==> src/rtl/tlb_refill_walker_pkg.sv <==
// Shared TLB walker definitions: default geometry, PTE layout and walker state encoding.
package tlb_refill_walker_pkg;

  localparam int unsigned TLB_OFFSET         = 12;
  localparam int unsigned TLB_PHYS_ADDR_SIZE = 24;
  localparam int unsigned PTE_VALID_BIT      = 31;
  localparam int unsigned REFILL_COUNT_W     = 16;

  typedef enum logic [2:0] {
    IDLE  = 3'd0,
    REQ   = 3'd1,
    WAIT  = 3'd2,
    FILL  = 3'd3,
    FAULT = 3'd4
  } walk_state_e;

endpackage

==> src/rtl/tlb_refill_walker_sat_counter.sv <==
// Saturating up-counter: holds at all-ones instead of wrapping.
module sat_counter #(
  parameter int unsigned WIDTH = 16
) (
  input  logic             clock,
  input  logic             reset_n,
  input  logic             inc,
  output logic [WIDTH-1:0] count
);

  logic [WIDTH-1:0] count_q;

  always_ff @(posedge clock) begin
    if (!reset_n) begin
      count_q <= '0;
    end else if (inc && (count_q != '1)) begin
      count_q <= count_q + 1'b1;
    end
  end

  assign count = count_q;

endmodule

==> src/rtl/tlb_refill_walker.sv <==
// Single-level page-table walker: on a TLB miss fetch the PTE, then refill the TLB or raise a page fault.
module tlb_refill_walker
  import tlb_refill_walker_pkg::*;
#(
  parameter int unsigned OFFSET         = TLB_OFFSET,
  parameter int unsigned PHYS_ADDR_SIZE = TLB_PHYS_ADDR_SIZE
) (
  input  logic                      clock,
  input  logic                      reset_n,
  input  logic                      tlb_miss_i,
  input  logic [31:0]               virtual_address_i,
  input  logic [PHYS_ADDR_SIZE-1:0] ptbr_i,
  output logic                      mem_req_o,
  output logic [PHYS_ADDR_SIZE-1:0] mem_addr_o,
  input  logic                      mem_ready_i,
  input  logic [31:0]               mem_data_i,
  output logic [31-OFFSET:0]        w_virtual_page_o,
  output logic [31-OFFSET:0]        w_phys_page_o,
  output logic                      write_enable_o,
  output logic                      stall_o,
  output logic                      page_fault_o,
  output logic [31-OFFSET:0]        fault_vpn_o,
  output logic [15:0]               refill_count_o
);

  localparam int unsigned VPN_W = 32 - OFFSET;
  localparam int unsigned PPN_W = PHYS_ADDR_SIZE - OFFSET;

  walk_state_e      state_q, state_d;
  logic [VPN_W-1:0] vpn_q;
  logic [VPN_W-1:0] fault_vpn_q;
  logic [PPN_W-1:0] ppn_q;
  logic             unused_bits;

  always_ff @(posedge clock) begin
    if (!reset_n) begin
      state_q     <= IDLE;
      vpn_q       <= '0;
      ppn_q       <= '0;
      fault_vpn_q <= '0;
    end else begin
      state_q <= state_d;
      if (state_q == IDLE && tlb_miss_i) begin
        vpn_q <= virtual_address_i[31:OFFSET];
      end
      // Fault VPN loads on entry to FAULT so it is already valid during the pulse.
      if (state_q == WAIT && mem_ready_i) begin
        ppn_q <= mem_data_i[PPN_W-1:0];
        if (!mem_data_i[PTE_VALID_BIT]) begin
          fault_vpn_q <= vpn_q;
        end
      end
    end
  end

  always_comb begin
    state_d        = state_q;
    mem_req_o      = 1'b0;
    write_enable_o = 1'b0;
    page_fault_o   = 1'b0;
    stall_o        = 1'b0;
    unique case (state_q)
      IDLE: begin
        if (tlb_miss_i) begin
          stall_o = 1'b1;
          state_d = REQ;
        end
      end
      REQ: begin
        stall_o   = 1'b1;
        mem_req_o = 1'b1;
        state_d   = WAIT;
      end
      WAIT: begin
        stall_o   = 1'b1;
        mem_req_o = 1'b1;
        if (mem_ready_i) begin
          state_d = mem_data_i[PTE_VALID_BIT] ? FILL : FAULT;
        end
      end
      FILL: begin
        stall_o        = 1'b1;
        write_enable_o = 1'b1;
        state_d        = IDLE;
      end
      FAULT: begin
        stall_o      = 1'b1;
        page_fault_o = 1'b1;
        state_d      = IDLE;
      end
      default: state_d = IDLE;
    endcase
    // Reset is synchronous, so strobes are gated combinationally while it is held.
    if (!reset_n) begin
      mem_req_o      = 1'b0;
      write_enable_o = 1'b0;
      page_fault_o   = 1'b0;
      stall_o        = 1'b0;
    end
  end

  assign mem_addr_o       = ptbr_i + PHYS_ADDR_SIZE'({vpn_q, 2'b00});
  assign w_virtual_page_o = vpn_q;
  assign w_phys_page_o    = VPN_W'(ppn_q);
  assign fault_vpn_o      = fault_vpn_q;
  assign unused_bits      = ^{mem_data_i[PTE_VALID_BIT-1:PPN_W], virtual_address_i[OFFSET-1:0]};

  sat_counter #(
    .WIDTH(REFILL_COUNT_W)
  ) u_refill_cnt (
    .clock   (clock),
    .reset_n (reset_n),
    .inc     (state_q == FILL),
    .count   (refill_count_o)
  );

endmodule

==> config.mk <==
export PLATFORM = sky130hd
export DESIGN_NAME = tlb_refill_walker
export DESIGN_NICKNAME = d
export VERILOG_FILES = /design/src/rtl/tlb_refill_walker_pkg.sv /design/src/rtl/tlb_refill_walker_sat_counter.sv /design/src/rtl/tlb_refill_walker.sv
export SDC_FILE = /design/constraint.sdc
export NUM_CORES = 1
export LEC_CHECK = 0
export CORE_AREA = 3 3 102 104
export DETAILED_ROUTE_END_ITERATION = 8
export DIE_AREA = 0 0 105 107
export PLACE_DENSITY = 0.8
export SLEW_MARGIN = 20
export SYNTH_ARGS = -nofsm -noshare
export SYNTH_HDL_FRONTEND = slang
export SYNTH_SLANG_ARGS = --single-unit
==> constraint.sdc <==
create_clock -name clock -period 4.44 [get_ports clock]
set_input_delay 1.11 -clock clock [delete_from_list [all_inputs] [get_ports clock]]
set_output_delay 1.11 -clock clock [all_outputs]
set_load 0.01 [all_outputs]
==> parameters.txt, run 1 <==
Parameter                              Value

Setup path
  Arrival time reported for the critical path endpoint    3.33 ns
  Critical path type    in2out
  Kind of capture point of the worst setup path    output pin
  Cell count of the worst reg-to-reg path    5
  Required arrival time at the worst endpoint    3.33 ns
  Critical path peak fanout    3
  Worst Setup Start Kind    input pin

Hold path
  Cell depth of the worst min-delay path    2
  Worst hold-check path type    reg2reg

Floorplan
  Number of placed I/O pins    a little under 200
  Initial standard-cell utilization of the core    0.402
  Number of rows in the core area    36
  Die footprint    0.0112 mm2
  Die Y-Extent    107 um
  Core region area    0.00964 mm2
  Die Span X    105 um

Synth
  Fraction of the mapped netlist area in simple logic gates    0.243
  Most used flip-flop cell after synthesis    sky130_fd_sc_hd__dfxtp_1
  Post-synthesis share of cell area spent on xor and xnor gates    0.0633
  Top cell type's share of synthesized area    0.367
  Netlist area before placement    0.00387 mm2
  Flops & latches, synth    between 70 and 80
  Average footprint of a synthesized cell    7.67 um2
  Number of different library cells in the post-synthesis netlist    58
  Compound-cell area share of the yosys netlist    0.187
  Fraction of the yosys area taken by sequential cells    0.367
  Number of synthesized flops with an enable pin    0
  Most numerous cell types in the synthesized netlist    sky130_fd_sc_hd__nand2_1 (126), sky130_fd_sc_hd__dfxtp_1 (71), sky130_fd_sc_hd__a21oi_1 (70)
  Largest cells by area after synthesis    sky130_fd_sc_hd__dfxtp_1 (37%), sky130_fd_sc_hd__nand2_1 (12%), sky130_fd_sc_hd__a21oi_1 (9.0%)
  Multiplexer share of the synthesized area    0.00807
  Synthesis warning total    0
  Largest family of logic cells by synthesized area    simple AND/OR/NAND/NOR gates
  Area leader, netlist    sky130_fd_sc_hd__dfxtp_1
  Post-synth ARST share    0
  Most common cell in the synthesized netlist    sky130_fd_sc_hd__nand2_1
  Adder-cell area share of the yosys netlist    0.0730
  Gate count after technology mapping    505

Clock network
  Number of H-tree branching levels    3
  Number of clock sinks seen by CTS    71
  Max Buffers Root-to-Sink    2
  Total clock buffers created by CTS    9
  Clock tree from TritonCTS    yes
  Clock root cell    sky130_fd_sc_hd__clkbuf_8
  Clock Latency Late Sink    0.34 ns
  Clock slew at the register clock pins of the worst setup and hold paths    0.07 ns
  Hold_buf cts    0

Timing
  Final critical path time including I/O delays and setup    roughly 4.4 ns
  Final setup slack of the worst path    -0.00371 ns
  Fmax    between 200 and 250 MHz
  Clock Skew    0.00591 ns
  Slew Limit Fails    0
  Tightest Pin Transition    0.825 ns
  Final-report hold violation count    0
  Final worst-path cycle share    1.00
  Max-slew headroom    0.450
  Number of setup violations in the final report    1

Power
  Leakage dissipation    roughly 2.4 nW
  Pwr dens    271 mW/mm2
  Peak supply drop    0.166 mV
  Post-route total power    0.00170 W

Drt
  Number of nets with antenna violations after routing    0
  Vias    4337
  Wire length per cell after detailed routing    16.5 um
  Number of DRC violations after detailed-routing iteration 0    180
  Total wirelength of the detailed-routed design    13600 um
  Detailed-routing iteration count for the pre-antenna-repair pass    5
  Vias per cell    5.25
  Count of unresolved DRC violations after routing    0

GRT
  Via count of the first global-routing pass    4174
  Pin count of the biggest net entering global routing    36
  First-pass GRT wire length    around 20000 um
  Antenna violations before repair    0
  Remaining global-route overflow    0
  Overall Global Routing Usage    0.222

Placed design
  IO Port Bufs    152
  Instance area after placement    0.00571 mm2
  Total half-perimeter wirelength after legalization and detailed placement    about 9400 um
  Weighted congestion reported at the end of routability-driven placement    about 0.93
  Post-Place Worst Slack    -0.860 ns
  Number of placed instances with taps included    803

Cells and area
  Fin cells    826
  Layout Cell Area excl Fill    0.00627 mm2
  # diodes    0
  Filler Cell Count    between 800 and 900
  NumNets Final    803
  Post-synthesis to final-layout area growth    61.9%
  Proportion of layout cells with a drive suffix above 1    0.185

Run status
  Violated checks    negative setup slack
  Outcome    complete, but fails checks

Flow run
  Max-cap violation count    0
[where the power goes]
| part | total [W] | internal (W) | switching, W |
|---|---|---|---|
| Combinational | 0.000506 | 0.000262 | 0.000244 |
| Clock | 0.000516 | 0.000284 | 0.000232 |
| Sequential | 0.000679 | 0.000655 | 0.0000245 |
| Total | 0.00170 | 0.00120 | 0.000500 |
[layout by cell type, fill, tap and decap left out, types with 11 or more instances in the layout]
| master | Yosys | layout |
|---|---|---|
| sky130_fd_sc_hd__clkdlybuf4s50_1 | 0 | 130 |
| sky130_fd_sc_hd__nand2_1 | 126 | 122 |
| sky130_fd_sc_hd__dfxtp_1 | 71 | 71 |
| sky130_fd_sc_hd__a21oi_1 | 70 | 62 |
| sky130_fd_sc_hd__buf_4 | 10 | 48 |
| sky130_fd_sc_hd__nor2_1 | 37 | 34 |
| sky130_fd_sc_hd__xnor2_1 | 16 | 16 |
| sky130_fd_sc_hd__nand3_1 | 13 | 12 |
| sky130_fd_sc_hd__xor2_1 | 12 | 12 |
| sky130_fd_sc_hd__nor3_1 | 13 | 11 |
| sky130_fd_sc_hd__ha_1 | 21 | 11 |
| sky130_fd_sc_hd__clkbuf_8 | 0 | 11 |
[path summary, 6_finish.rpt]
kind / start / end / slack [ns]
hold reg to reg: ppn_q[6]$_SDFFE_PN0P_ / ppn_q[6]$_SDFFE_PN0P_ / 0.46
hold / removal: ppn_q[6]$_SDFFE_PN0P_ / ppn_q[6]$_SDFFE_PN0P_ / 0.46
setup / recovery: ptbr_i[13] / mem_addr_o[20] / -0.004
setup reg to reg: state_q[2]$_SDFFE_PN0P_ / fault_vpn_o[4]$_SDFFE_PN0P_ / 2.31
[logic make-up (layout without fill, tap and decap cells)]
group | after synthesis | in the layout
AO/OA/AOI/OAI | 116 | 116
XOR/XNOR | 28 | 28
adder cells (fa/ha/maj) | 22 | 22
buffers and inverters | 45 | 226
flip-flops | 71 | 71
multiplexers | 3 | 3
other | 1 | 8
AND/OR/NAND/NOR | 219 | 219
[state kept, by name, summed over array words and instances (netlist names)]
| register | flops |
|---|---|
| fault_vpn_o | 20 |
| ppn_q | 12 |
| state_q | 3 |
| u_refill_cnt.count | 16 |
| w_virtual_page_o | 20 |
[cell type report]
type | count | area [um2] | share of cell area
clock buffers | 11 | 151 | 0.0241
clock inverters | 4 | 45.0 | 0.00718
inverters | 10 | 37.5 | 0.00599
multi-input cells | 396 | 2580 | 0.412
flip-flops and latches | 71 | 1420 | 0.227
well taps | 133 | 166 | 0.0265
repair buffers | 201 | 1870 | 0.298
[stage by stage]
stage                     hold WS, ns  utilization  TNS (ns)
after global placement          0.442        0.593     -7.30
after global routing            0.473        0.650    -0.345
final                           0.455        0.650  -0.00371
after detailed placement        0.447        0.593     -7.91
after CTS                       0.457        0.633  -0.00597
after floorplan                 0.481            -         0
[metal layers]
layer | global-route usage | share of wire | wire [um] | vias to the layer above
met4 | 0.0853 | 0.030 | 408 | 0
met5 | 0 | 0 | 0 | -
li1 | - | - | - | 2077
met1 | 0.254 | 0.39 | 5250 | 2013
met3 | 0.0512 | 0.081 | 1100 | 39
met2 | 0.401 | 0.50 | 6830 | 208
[critical path, cell delays in order]
cell,delay (ns)
sky130_fd_sc_hd__clkdlybuf4s50_1,0.43
sky130_fd_sc_hd__ha_1,0.26
sky130_fd_sc_hd__buf_4,0.16
sky130_fd_sc_hd__a21oi_1,0.14
sky130_fd_sc_hd__o21bai_1,0.09
sky130_fd_sc_hd__a221o_1,0.36
sky130_fd_sc_hd__o211a_1,0.23
sky130_fd_sc_hd__a2111o_1,0.40
sky130_fd_sc_hd__buf_2,0.15
[repair_timing]
item,in CTS,in global routing
pin swaps,13,19
buffers inserted,4,4
setup endpoints to repair,16,13
resized for setup,67,37
(Power assumes the default switching activity.)
==> run 2, diff against run 1 <==
Settings changed: CORE_AREA 3 3 102 104 to 3 3 103 105, DIE_AREA 0 0 105 107 to 0 0 106 108, PLACE_DENSITY 0.8 to 0.79.
==> run 2 against run 1 <==
The run still ends with negative setup slack left. Sequential cell count unchanged. Final area down 0.14%. Clock-buffer cell count unchanged. Register-to-register slack worse by 0.13 ns. Sequential power about the same. Combinational power down 2%. Via count up 1.1%. Routed wire length down 0.34%. Largest cell class unchanged. Largest power group unchanged. Highest routed layer unchanged.
==> parameters.txt, run 2 (synthesis results as in run 1) <==
Parameter                              Value

GRT
  Via count of the first global-routing pass    4272
  Overall Global Routing Usage    0.229
  Remaining global-route overflow    0
  Antenna violations before repair    0
  Pin count of the biggest net entering global routing    38
  First-pass GRT wire length    21000 um

Timing
  Post-route setup TNS    -0.0239 ns
  Clock Skew    0.00852 ns
  Fmax    225 MHz
  Slew Limit Fails    0
  Final setup slack of the worst path    -0.0122 ns
  Number of setup violations in the final report    2
  Final-report hold violation count    0
  Max-slew headroom    0.433
  Final critical path time including I/O delays and setup    4.45 ns
  Final worst-path cycle share    1.00
  Tightest Pin Transition    between 0.8 and 0.9 ns
  RSZ-0062 raised after global routing    yes

Floorplan
  Initial standard-cell utilization of the core    0.398
  Die footprint    0.0114 mm2
  Core region area    0.00973 mm2
  Number of placed I/O pins    196
  Number of rows in the core area    36
  Die Span X    106 um
  Die Y-Extent    108 um

Setup path
  Required arrival time at the worst endpoint    3.33 ns
  Worst R2R Setup Slack    roughly 2.2 ns
  Critical path type    in2out
  Cell type group with the largest total delay on the critical path    compound AO/OA/AOI/OAI gates
  Crit path top cell by count    sky130_fd_sc_hd__buf_4
  Worst Setup Start Kind    input pin
  Critical path peak fanout    2
  Slowest cell on the critical path    sky130_fd_sc_hd__fa_2
  Cell chain of the critical path    buf_8 -> ha_4 -> inv_4 -> fa_2 -> nand2b_4 -> a21oi_4 -> o2111ai_2 -> buf_4 -> a311oi_2 -> buf_4 -> mux2_4 -> nor2_4 -> buf_6
  Arrival time reported for the critical path endpoint    3.34 ns
  Kind of capture point of the worst setup path    output pin
  Largest stage delay on the critical path    0.40 ns
  Worst path buffer plus inverter count    5

Clock network
  Clock tree from TritonCTS    yes
  Clock Latency Late Sink    0.35 ns
  Total clock buffers created by CTS    9
  Hold_buf cts    0
  Clock slew at the register clock pins of the worst setup and hold paths    0.07 ns
  Number of clock sinks seen by CTS    roughly 70
  Max Buffers Root-to-Sink    2
  Clock root cell    sky130_fd_sc_hd__clkbuf_8
  Number of H-tree branching levels    3

Power
  Peak supply drop    0.164 mV
  Post-route total power    0.00175 W
  Net switching fraction of the power    0.288
  Seq pwr share    0.387
  Switching Power    roughly 0.0005 W
  Leakage dissipation    2.45 nW
  Pwr dens    280 mW/mm2
  Share of total power in the clock network    0.330
  Internal Power    0.00125 W
  Combinational cell fraction of total power    0.284

Cells and area
  Top library cells by usage in the layout, fill and taps aside    sky130_fd_sc_hd__clkdlybuf4s50_1 (131), sky130_fd_sc_hd__nand2_1 (125), sky130_fd_sc_hd__dfxtp_1 (71), sky130_fd_sc_hd__a21oi_1 (62), sky130_fd_sc_hd__buf_4 (53)
  Post-synthesis to final-layout area growth    61.6%
  Fin cells    832
  Area of all sequential standard cells    0.00142 mm2
  NumNets Final    between 800 and 900
  Combined area of the multi-input logic cells    0.00250 mm2
  Layout Cell Area excl Fill    0.00626 mm2
  # diodes    0
  Commonest non-fill, non-tap cell in the layout    sky130_fd_sc_hd__clkdlybuf4s50_1
  Proportion of layout cells with a drive suffix above 1    0.180
  Filler Cell Count    810

Placed design
  IO Port Bufs    152
  Post-Place Worst Slack    -0.934 ns
  Total half-perimeter wirelength after legalization and detailed placement    9600 um
  Number of placed instances with taps included    811
  Weighted congestion reported at the end of routability-driven placement    0.904
  Instance area after placement    0.00577 mm2

Drt
  Number of nets with antenna violations after routing    0
  Vias per cell    5.27
  Number of DRC violations after detailed-routing iteration 0    161
  Wire length per cell after detailed routing    around 16 um
  Vias    4383
  Detailed-routing iteration count for the pre-antenna-repair pass    4
  Count of unresolved DRC violations after routing    0
  Total wirelength of the detailed-routed design    13500 um

Run status
  Outcome    complete, but fails checks
  Violated checks    negative setup slack

Hold path
  Worst hold-check path type    reg2reg

Flow run
  Max-cap violation count    0
## run 2: power by group through the flow
stage | Clock, W | Sequential [W] | Combinational (W)
after floorplan | 0 | 0.000690 | 0.000213
after global placement | 0 | 0.000690 | 0.000451
after detailed placement | 0 | 0.000691 | 0.000461
after CTS | 0.000591 | 0.000677 | 0.000477
after global routing | 0.000620 | 0.000681 | 0.000530
final | 0.000578 | 0.000678 | 0.000498
## run 2: cell type report
type / count / share of cell area
Clock buffer: 11 / 0.0226
Sequential cell: 71 / 0.227
Timing Repair Buffer: 206 / 0.305
Tap cell: 133 / 0.0266
Multi-Input combinational cell: 396 / 0.400
Inverter: 10 / 0.00639
Clock inverter: 5 / 0.0130
## run 2: metal layers
layer / global-route usage / routed length, um / part of all wire
met5: 0 / 0 / 0
met4: 0.0814 / 280 / 0.021
met3: 0.0639 / 1070 / 0.079
met2: 0.414 / 6870 / 0.51
met1: 0.258 / 5330 / 0.39
## run 2: tightest hold or removal path, stage by stage, from the launching register on
cell	delay (ns)
sky130_fd_sc_hd__dfxtp_1	0.31
sky130_fd_sc_hd__nand2_1	0.05
sky130_fd_sc_hd__a21oi_1	0.05
## run 2: stage by stage
stage | hold WS [ns] | util
2_1_floorplan | 0.481 | -
3_3_place_gp | 0.443 | 0.593
3_5_place_dp | 0.447 | 0.593
4_1_cts | 0.457 | 0.634
5_1_grt | 0.472 | 0.644
6_report | 0.456 | 0.644
## run 2: timing repair
item                       4_1_cts  5_1_grt
setup endpoints to repair       17       12
buffers inserted                 3        2
pin swaps                       16       16
resized for setup               75       23
## run 2: path summary, 6_finish.rpt
check | start | end | depth (start not counted)
worst max register to register | state_q[2]$_SDFFE_PN0P_ | fault_vpn_o[11]$_SDFFE_PN0P_ | 5
worst min-delay path | ppn_q[6]$_SDFFE_PN0P_ | ppn_q[6]$_SDFFE_PN0P_ | 2
worst max-delay path | ptbr_i[2] | mem_addr_o[18] | 13
worst min register to register | ppn_q[6]$_SDFFE_PN0P_ | ppn_q[6]$_SDFFE_PN0P_ | 2
